File: src/rtl/uart_frame_sequencer.sv
// uart_frame_sequencer
// Frame-level controller between the UART receiver, the RGB-to-edge datapath
// and the UART transmitter.
//   - Parses a 4-byte big-endian header (W_hi, W_lo, H_hi, H_lo) and groups
//     the following byte stream into R,G,B pixels with first/last markers.
//   - Buffers edge-result bytes in a small FIFO and paces them into the
//     transmitter, at most one start every 3 cycles and only while idle.
//   - Reports rejected headers, inter-byte timeouts and result overflow.
//
// Ports
//   clk_i, rst_ni                     clock, async active-low reset
//   rx_data_i, rx_valid_i             received byte + one-cycle strobe
//   pix_r_o/g_o/b_o, pix_valid_o      assembled pixel + strobe
//   pix_first_o, pix_last_o           frame position, qualify pix_valid_o
//   frame_w_o, frame_h_o              latched header dimensions
//   res_data_i, res_valid_i           edge-result byte + strobe
//   res_ready_o                       result FIFO not full
//   tx_data_o, tx_start_o, tx_busy_i  transmitter handshake
//   busy_o                            frame in progress (not in S_HDR)
//   frame_done_o, hdr_err_o           one-cycle status pulses
//   timeout_err_o                     one-cycle pulse on timeout abort
//   ovf_o                             sticky result-overflow flag
//
// state   | meaning
// S_HDR   | collecting the 4 header bytes
// S_PIX   | grouping bytes into pixels, idle timeout armed
// S_DRAIN | all pixels seen, waiting for the result stream to finish
module uart_frame_sequencer #(
    parameter int MAX_W          = 1024,
    parameter int MAX_H          = 1024,
    parameter int FIFO_DEPTH     = 16,
    parameter int TIMEOUT_CYCLES = 1_000_000
) (
    input  logic        clk_i,
    input  logic        rst_ni,
    input  logic [7:0]  rx_data_i,
    input  logic        rx_valid_i,
    output logic [7:0]  pix_r_o,
    output logic [7:0]  pix_g_o,
    output logic [7:0]  pix_b_o,
    output logic        pix_valid_o,
    output logic        pix_first_o,
    output logic        pix_last_o,
    output logic [15:0] frame_w_o,
    output logic [15:0] frame_h_o,
    input  logic [7:0]  res_data_i,
    input  logic        res_valid_i,
    output logic        res_ready_o,
    output logic [7:0]  tx_data_o,
    output logic        tx_start_o,
    input  logic        tx_busy_i,
    output logic        busy_o,
    output logic        frame_done_o,
    output logic        hdr_err_o,
    output logic        timeout_err_o,
    output logic        ovf_o
);
    localparam int          AW        = $clog2(FIFO_DEPTH);
    localparam logic [16:0] MAX_W_L   = 17'(MAX_W);
    localparam logic [16:0] MAX_H_L   = 17'(MAX_H);
    localparam logic [31:0] IDLE_LOAD = 32'(TIMEOUT_CYCLES - 1);

    typedef enum logic [1:0] {S_HDR, S_PIX, S_DRAIN} state_t;

    state_t      state_q, state_d;
    logic [1:0]  hdr_cnt_q, hdr_cnt_d;
    logic [23:0] hdr_buf_q, hdr_buf_d;
    logic [1:0]  ch_q, ch_d;
    logic [7:0]  r_q, r_d, g_q, g_d;
    logic [31:0] pix_cnt_q, pix_cnt_d;
    logic [31:0] last_idx_q, last_idx_d;
    logic [31:0] idle_q, idle_d;
    logic [15:0] frame_w_q, frame_w_d, frame_h_q, frame_h_d;
    logic [7:0]  pix_r_q, pix_r_d, pix_g_q, pix_g_d, pix_b_q, pix_b_d;
    logic        pix_valid_q, pix_valid_d, pix_first_q, pix_first_d;
    logic        pix_last_q, pix_last_d, hdr_err_q, hdr_err_d;
    logic        timeout_q, timeout_d, frame_done_q, frame_done_d;
    logic        ovf_q, ovf_d;

    logic [7:0]  fifo_mem [FIFO_DEPTH];
    logic [AW:0] wr_q, rd_q;
    logic [1:0]  st_hist_q;
    logic [7:0]  tx_data_q;
    logic        fifo_empty, fifo_full, push, pop, drain_ok;

    logic [15:0] w_new, h_new;
    logic        hdr_ok;

    assign w_new  = hdr_buf_q[23:8];
    assign h_new  = {hdr_buf_q[7:0], rx_data_i};
    assign hdr_ok = (w_new != 16'd0) && (h_new != 16'd0) &&
                    ({1'b0, w_new} <= MAX_W_L) && ({1'b0, h_new} <= MAX_H_L);

    assign fifo_empty = (wr_q == rd_q);
    assign fifo_full  = (wr_q[AW] != rd_q[AW]) && (wr_q[AW-1:0] == rd_q[AW-1:0]);
    assign push       = res_valid_i && !fifo_full;
    // st_hist_q remembers tx_start for the last two cycles; the transmitter
    // needs that long before its busy flag is trustworthy.
    assign pop        = !fifo_empty && !tx_busy_i && (st_hist_q == 2'b00);
    assign drain_ok   = fifo_empty && !tx_busy_i && (st_hist_q == 2'b00);

    always_comb begin
        state_d      = state_q;
        hdr_cnt_d    = hdr_cnt_q;
        hdr_buf_d    = hdr_buf_q;
        ch_d         = ch_q;
        r_d          = r_q;
        g_d          = g_q;
        pix_cnt_d    = pix_cnt_q;
        last_idx_d   = last_idx_q;
        idle_d       = idle_q;
        frame_w_d    = frame_w_q;
        frame_h_d    = frame_h_q;
        pix_r_d      = pix_r_q;
        pix_g_d      = pix_g_q;
        pix_b_d      = pix_b_q;
        pix_valid_d  = 1'b0;
        pix_first_d  = 1'b0;
        pix_last_d   = 1'b0;
        hdr_err_d    = 1'b0;
        timeout_d    = 1'b0;
        frame_done_d = 1'b0;
        ovf_d        = ovf_q;

        case (state_q)
            S_HDR: begin
                if (rx_valid_i) begin
                    if (hdr_cnt_q == 2'd3) begin
                        hdr_cnt_d = 2'd0;
                        if (hdr_ok) begin
                            frame_w_d  = w_new;
                            frame_h_d  = h_new;
                            last_idx_d = 32'(w_new) * 32'(h_new) - 32'd1;
                            pix_cnt_d  = 32'd0;
                            ch_d       = 2'd0;
                            idle_d     = IDLE_LOAD;
                            ovf_d      = 1'b0;
                            state_d    = S_PIX;
                        end else begin
                            hdr_err_d = 1'b1;
                        end
                    end else begin
                        hdr_buf_d = {hdr_buf_q[15:0], rx_data_i};
                        hdr_cnt_d = hdr_cnt_q + 2'd1;
                    end
                end
            end
            S_PIX: begin
                if (rx_valid_i) begin
                    idle_d = IDLE_LOAD;
                    case (ch_q)
                        2'd0: begin
                            r_d  = rx_data_i;
                            ch_d = 2'd1;
                        end
                        2'd1: begin
                            g_d  = rx_data_i;
                            ch_d = 2'd2;
                        end
                        default: begin
                            pix_r_d     = r_q;
                            pix_g_d     = g_q;
                            pix_b_d     = rx_data_i;
                            pix_valid_d = 1'b1;
                            pix_first_d = (pix_cnt_q == 32'd0);
                            pix_last_d  = (pix_cnt_q == last_idx_q);
                            pix_cnt_d   = pix_cnt_q + 32'd1;
                            ch_d        = 2'd0;
                            if (pix_cnt_q == last_idx_q) begin
                                state_d = S_DRAIN;
                            end
                        end
                    endcase
                end else if (idle_q == 32'd0) begin
                    timeout_d = 1'b1;
                    ch_d      = 2'd0;
                    hdr_cnt_d = 2'd0;
                    state_d   = S_HDR;
                end else begin
                    idle_d = idle_q - 32'd1;
                end
            end
            S_DRAIN: begin
                if (drain_ok) begin
                    frame_done_d = 1'b1;
                    state_d      = S_HDR;
                end
            end
            default: state_d = S_HDR;
        endcase

        // A dropped result byte wins over the clear at header accept.
        if (res_valid_i && fifo_full) begin
            ovf_d = 1'b1;
        end
    end

    always_ff @(posedge clk_i or negedge rst_ni) begin
        if (!rst_ni) begin
            state_q      <= S_HDR;
            hdr_cnt_q    <= 2'd0;
            hdr_buf_q    <= 24'd0;
            ch_q         <= 2'd0;
            r_q          <= 8'd0;
            g_q          <= 8'd0;
            pix_cnt_q    <= 32'd0;
            last_idx_q   <= 32'd0;
            idle_q       <= 32'd0;
            frame_w_q    <= 16'd0;
            frame_h_q    <= 16'd0;
            pix_r_q      <= 8'd0;
            pix_g_q      <= 8'd0;
            pix_b_q      <= 8'd0;
            pix_valid_q  <= 1'b0;
            pix_first_q  <= 1'b0;
            pix_last_q   <= 1'b0;
            hdr_err_q    <= 1'b0;
            timeout_q    <= 1'b0;
            frame_done_q <= 1'b0;
            ovf_q        <= 1'b0;
        end else begin
            state_q      <= state_d;
            hdr_cnt_q    <= hdr_cnt_d;
            hdr_buf_q    <= hdr_buf_d;
            ch_q         <= ch_d;
            r_q          <= r_d;
            g_q          <= g_d;
            pix_cnt_q    <= pix_cnt_d;
            last_idx_q   <= last_idx_d;
            idle_q       <= idle_d;
            frame_w_q    <= frame_w_d;
            frame_h_q    <= frame_h_d;
            pix_r_q      <= pix_r_d;
            pix_g_q      <= pix_g_d;
            pix_b_q      <= pix_b_d;
            pix_valid_q  <= pix_valid_d;
            pix_first_q  <= pix_first_d;
            pix_last_q   <= pix_last_d;
            hdr_err_q    <= hdr_err_d;
            timeout_q    <= timeout_d;
            frame_done_q <= frame_done_d;
            ovf_q        <= ovf_d;
        end
    end

    always_ff @(posedge clk_i or negedge rst_ni) begin
        if (!rst_ni) begin
            wr_q      <= '0;
            rd_q      <= '0;
            st_hist_q <= 2'b00;
            tx_data_q <= 8'd0;
        end else begin
            st_hist_q <= {st_hist_q[0], pop};
            if (push) begin
                wr_q <= wr_q + 1'b1;
            end
            if (pop) begin
                rd_q      <= rd_q + 1'b1;
                tx_data_q <= fifo_mem[rd_q[AW-1:0]];
            end
        end
    end

    always_ff @(posedge clk_i) begin
        if (push) begin
            fifo_mem[wr_q[AW-1:0]] <= res_data_i;
        end
    end

    // The popped byte is presented in the same cycle as tx_start and then
    // held by tx_data_q until the next pop.
    assign tx_data_o     = pop ? fifo_mem[rd_q[AW-1:0]] : tx_data_q;
    assign tx_start_o    = pop;
    assign res_ready_o   = !fifo_full;
    assign busy_o        = (state_q != S_HDR);
    assign pix_r_o       = pix_r_q;
    assign pix_g_o       = pix_g_q;
    assign pix_b_o       = pix_b_q;
    assign pix_valid_o   = pix_valid_q;
    assign pix_first_o   = pix_first_q;
    assign pix_last_o    = pix_last_q;
    assign frame_w_o     = frame_w_q;
    assign frame_h_o     = frame_h_q;
    assign hdr_err_o     = hdr_err_q;
    assign timeout_err_o = timeout_q;
    assign frame_done_o  = frame_done_q;
    assign ovf_o         = ovf_q;

endmodule

File: config.mk
export PLATFORM = sky130hd
export DESIGN_NAME = uart_frame_sequencer
export DESIGN_NICKNAME = d
export VERILOG_FILES = /design/src/rtl/uart_frame_sequencer.sv
export SDC_FILE = /design/constraint.sdc
export NUM_CORES = 1
export LEC_CHECK = 0
export ABC_AREA = 1
export CORE_ASPECT_RATIO = 1.25
export CORE_MARGIN = 8
export CORE_UTILIZATION = 45
export DETAILED_ROUTE_END_ITERATION = 12
export PLACE_DENSITY_LB_ADDON = 0.12
export SYNTH_ARGS = -nofsm -noshare
export SYNTH_HDL_FRONTEND = slang
export SYNTH_SLANG_ARGS = --single-unit
File: constraint.sdc
create_clock -name clk_i -period 6.5 [get_ports clk_i]
set_input_delay 1.625 -clock clk_i [delete_from_list [all_inputs] [get_ports clk_i]]
set_output_delay 1.625 -clock clk_i [all_outputs]
set_load 0.01 [all_outputs]
* Word level (Yosys, flattened, before mapping) *
Memory sizes are Yosys's and may differ from the RTL's.
Index checks and enable logic that the tools add are counted.

word-level totals
  register bits = 225
  bits in latches = 0
  memory bits (writable) = 128
  bits in read-only memories = 0
  output and inout port bits = 74
  word-level logic and storage cells = 152
  memories kept = 1

memories
  memory    depth  width  rd ports  clocked after Yosys merged registers in  wr ports  line  source
  fifo_mem  16     8      1         0                                        1         80    logic [7:0] fifo_mem [FIFO_DEPTH];

cells by class
  add/sub/neg operators = 6
  $mul = 1
  divide/modulo/power cells = 0
  magnitude comparators = 2
  equality and inequality tests = 20
  shifts and indexed selects = 0
  mux-type cells = 57
  bitwise gates (word level) = 2
  reduce and logical (&&, ||, !) cells = 38

operator list
  kind                     number
  $mux W32                 10
  $pmux W32 S2             2
  $logic_not A32 Y1        2
  $sub A32 B1 Y32 const B  2
  $add A32 B1 Y32 const B  1
  $eq A32 B32 Y1           1
  $le A16 B11 Y1 const B   2
  $mul A16 B16 Y32         1
  $reduce_bool A16 Y1      2
  $mux W2                  15
  $mux W1                  25
  $ne A2 B2 Y1 const B     8
  $ne A3 B3 Y1 const B     4
  $pmux W2 S2              3
  $reduce_and A3 Y1        4
  $reduce_and A4 Y1        3
  $reduce_bool A2 Y1       6
  $add A5 B1 Y5 const B    2
  $logic_and A1 B1 Y1      10
  $reduce_and A5 Y1        2
  $mux W8                  1
  $reduce_and A7 Y1        1
  $logic_not A2 Y1         3
  $pmux W2 S3              1
  10 further kinds         15

* Depth between registers and ports, before layout *
  depth after elaboration = 9
  depth in mapped cells = 27

* Worst setup path before layout *
OpenSTA, ideal clock, no wires.

  path kind = input port to flip-flop
  from = input rx_data_i[2]
  to = register last_idx_q[17]
  arrival time = 6.389 ns
  required time = 6.383 ns
  slack = -0.006 ns
  stages = 22
  path buffers = 2
  path through = buf_4 -> clkbuf_1 -> nand2_1 -> fa_1 -> fa_1 -> fa_1 -> inv_1 -> fa_1 -> fa_1 -> inv_1 -> fa_1 -> inv_1 -> ha_1 -> nand2_1 -> inv_1 -> a21oi_1 -> nand2_1 -> inv_1 -> nand2_1 -> or2_2 -> nand3_1 -> nand2_1

on the way
  cells in the longest elaborated chain, start to end = 5
  elaborated cells between the ends (all ways) = 8
  classes of those cells = add/sub: 1; mul: 1; order compare: 1; reduce/logical: 5

ends and longest elaborated chain
  element                                                                   line  source
  start, declared                                                           36    input logic [7:0] rx_data_i,
  parallel branches: the longest is 5 deep, another holds $mul A16 B16 Y32  --
  end signal, assigned                                                      229   last_idx_q <= last_idx_d;
  end, declared                                                             71    logic [31:0] last_idx_q, last_idx_d;

Several ways; the timed one is not identified.
A chain may end at the register's enable or synchronous reset.

* Final worst setup path *
  from = input rx_data_i[3]
  to = register last_idx_q[23]

Same word-level chain as after synthesis.

==> summary.md <==
| Metric | Value |
|---|---|
| Worst hold slack | approximately 0.38 ns |
| Final wirelength | slightly below 70,000 um |
| IO Pins | between 90 and 100 |
| Ranking of synthesized cells by area | dfrtp_1 (22%), fa_1 (16%), edfxtp_1 (15%) |
| Slew @ Worst Pin | between 1 and 1.5 ns |
| Remaining Overflow, GRT | 0 |
| CTS Buf Count | 40 |
| Final cell count without fillers | 4,005 |
| Post-synthesis sequential area ratio | a little over a third |
| CTS Root Cell | clkbuf_16 |
| Slew margin rel. | around 26% |
| Yosys warns | 0 |
| Worst hold path type | register to register |
| Clk sink count | about 350 |
| Vias in the first global route | just over 20,000 |
| Period utilisation layout | a little over nine tenths |
| Initial core utilization | between 40% and 50% |
| Multi-input logic area | ~14,000 um^2 |
| Mapped Avg Cell Area | just over 8 um^2 |
| Adder-cell area share of the yosys netlist | 21.5% |
| First-pass GRT wire length | about 110,000 um |
| Die height | between 200 and 300 um |
| Post-synthesis cell type count | 45 |
| Final nets | 3,569 |
| Routability Congestion | between 0.8 and 0.9 |
| EDFF count, synth | approximately 130 |
| Kind of critical path | input port to register |
| Post-Syn Nets | approximately 3,500 |
| Type of destination of the critical path | register |
| Placed insts | slightly below 4,000 |
| Final max-slew violation count | 0 |
| Critical Path Max Stage Delay | 0.51 ns |
| Largest family of logic cells by synthesized area | adder cells |
| Tmin final | about 6.3 ns |
| CP required | 6.95 ns |
| Most common cell on crit path | nand2_1 |
| Status | complete, no violations |
| Core Region | around 57,000 um^2 |
| Setup ws final | 0.163 ns |
| Fmax achieved | roughly 160 MHz |
| Clk_skew | roughly 0.033 ns |
| Layout fillers | roughly 5,500 |
| DRT Pass-1 Iters | 5 |
| Worst reg-to-reg setup slack | between 0.8 and 0.9 ns |
| Endpoints failing setup | 0 |
| Die area | ~66,000 um^2 |
| Area growth, synth to finish | 13.8% |
| Simple-gate share of the synthesized area | a little over a fifth |
| Hpwl dp | 51,600 um |
| Placement Rows | 98 |
| Utilization after layout | between 50% and 60% |
| Gate Count Post-Synth | approximately 3,200 |
| Critical Path Fanout Max | 12 |
| Final ANT Viol Nets | 0 |
| Register Area | ~9500 um^2 |
| Mapped cell area | approximately 26,000 um^2 |
| Setup Fix Bufs, Post-CTS | 0 |
| Clk Latency, worst-skew pair | between 0.5 and 0.6 ns |
| Dominant synthesized flop cell | dfrtp_1 |
| Largest net degree at the start of global routing | 110 |
| Critical Path Source Type | input port |
| Port bufs | 94 |
| Max Cap Violations | 0 |
| Yosys reg bits | between 300 and 400 |
| Post-synthesis xor/xnor area fraction | 2.25% |
| Share of layout cells above drive strength 1 | about a tenth |
| DR iter-0 viols | 1,325 |
| CTS tree | built |
| Top-count cell post-synth | nand2_1 |
| Top cells by count, synth | nand2_1 (849), inv_1 (533), nor2_1 (282) |
| Vias | 20,400 |
| R2R cell count | 21 |
| Diode count | 0 |
| WP data arrival | between 6 and 7 ns |
| Final hold violations | 0 |
| Die X | ~230 um |
| Total global routing track utilization | between 20% and 30% |
| Area fraction in compound gates after synthesis | about 7.9% |
| Worst slack, placed | -0.599 ns |
| Mux contribution to synthesized area | 0% |
| DRC Markers | 0 |
| Initial antenna violation count | 1 |
| Post-synth top area share | about 22% |
| Worst-path clk slew | around 0.06 ns |
| Via-to-Cell Ratio | roughly 5.1 |
| Top cell type by total area after synthesis | dfrtp_1 |
| Async SR Flop Fraction | 63.7% |
| Max Root-Sink Buffers | 3 |
| Wire length per cell | 17.2 um |
| CTS Hold Bufs | 0 |
| CP max-delay cell | fa_1 |
| WHS Path Cells | 0 |
| H-tree levels | 2 |
registers in the layout, summed over array words and instances, names as in the netlist, 8 cells and up:
register / count
fifo_mem: 128
idle_q: 32
last_idx_q: 32
pix_cnt_q: 32
hdr_buf_q: 24
frame_h_o: 16
frame_w_o: 16
g_q: 8
pix_b_o: 8
pix_g_o: 8
pix_r_o: 8
r_q: 8
tx_data_q: 8
placed cells by master (no fill, tap or decap), drive strengths merged, types with 73 or more instances in the layout:
cell | Yosys | layout
a21oi | 73 | 73
nand2 | 876 | 876
clkdlybuf4s50 | 0 | 91
nor2 | 304 | 304
ha | 116 | 116
nand3 | 101 | 101
dfrtp | 225 | 225
inv | 551 | 553
edfxtp | 128 | 128
buf | 91 | 85
o21ai | 245 | 245
fa | 207 | 207
metrics by stage:
stage	TNS (ns)	instance area, um^2
3_3_place_gp	-10.65	28000
5_1_grt	-0.0769	29600
3_5_place_dp	-11.47	28000
6_report	0	29600
2_1_floorplan	0	26000
4_1_cts	0	29300
layer usage:
layer | routed length (um) | vias up | GRT usage, %
met2 | 35300 | 513 | 37.3
met5 | 0 | - | 0
met4 | 2090 | 0 | 6.60
li1 | - | 9843 | -
met3 | 2950 | 133 | 2.62
met1 | 28700 | 9941 | 25.8
what timing repair did:
| action | CTS | global route |
|---|---|---|
| setup endpoints to repair | 1 | 22 |
| resized for setup | 1 | 69 |
| pin swaps | 0 | 16 |
kinds of logic after synthesis:
kind of cell             Yosys count
adder cells (fa/ha/maj)          323
AO/OA/AOI/OAI                    371
XOR/XNOR                          67
AND/OR/NAND/NOR                 1337
flip-flops                       353
buffers and inverters            702
worst max-delay path: cells and delay by family:
| kind | cells | cell delay [ns] |
|---|---|---|
| fa+ha+maj | 7 | 3.23 |
| simple gates | 11 | 0.95 |
| buf+inv | 8 | 0.97 |
final cells by class:
class | instances | share of cell area, %
repair buffers | 178 | 5.76
clock inverters | 14 | 0.756
inverters | 554 | 7.02
clock buffers | 58 | 3.84
well taps | 750 | 3.17
flip-flops and latches | 353 | 32.0
multi-input cells | 2098 | 47.5
worst paths after layout:
path,start,endpoint
setup / recovery,rx_data_i[3],last_idx_q[23]
hold / removal,st_hist_q[0],st_hist_q[1]
setup reg to reg,hdr_buf_q[19],last_idx_q[29]
hold reg to reg,st_hist_q[0],st_hist_q[1]
max in group asynchronous,rst_ni,rd_q[0]
min in group asynchronous,rst_ni,pix_cnt_q[26]
Power is not shown: default switching activity piles up to over one toggle a cycle in this logic, so the estimate is an artifact.
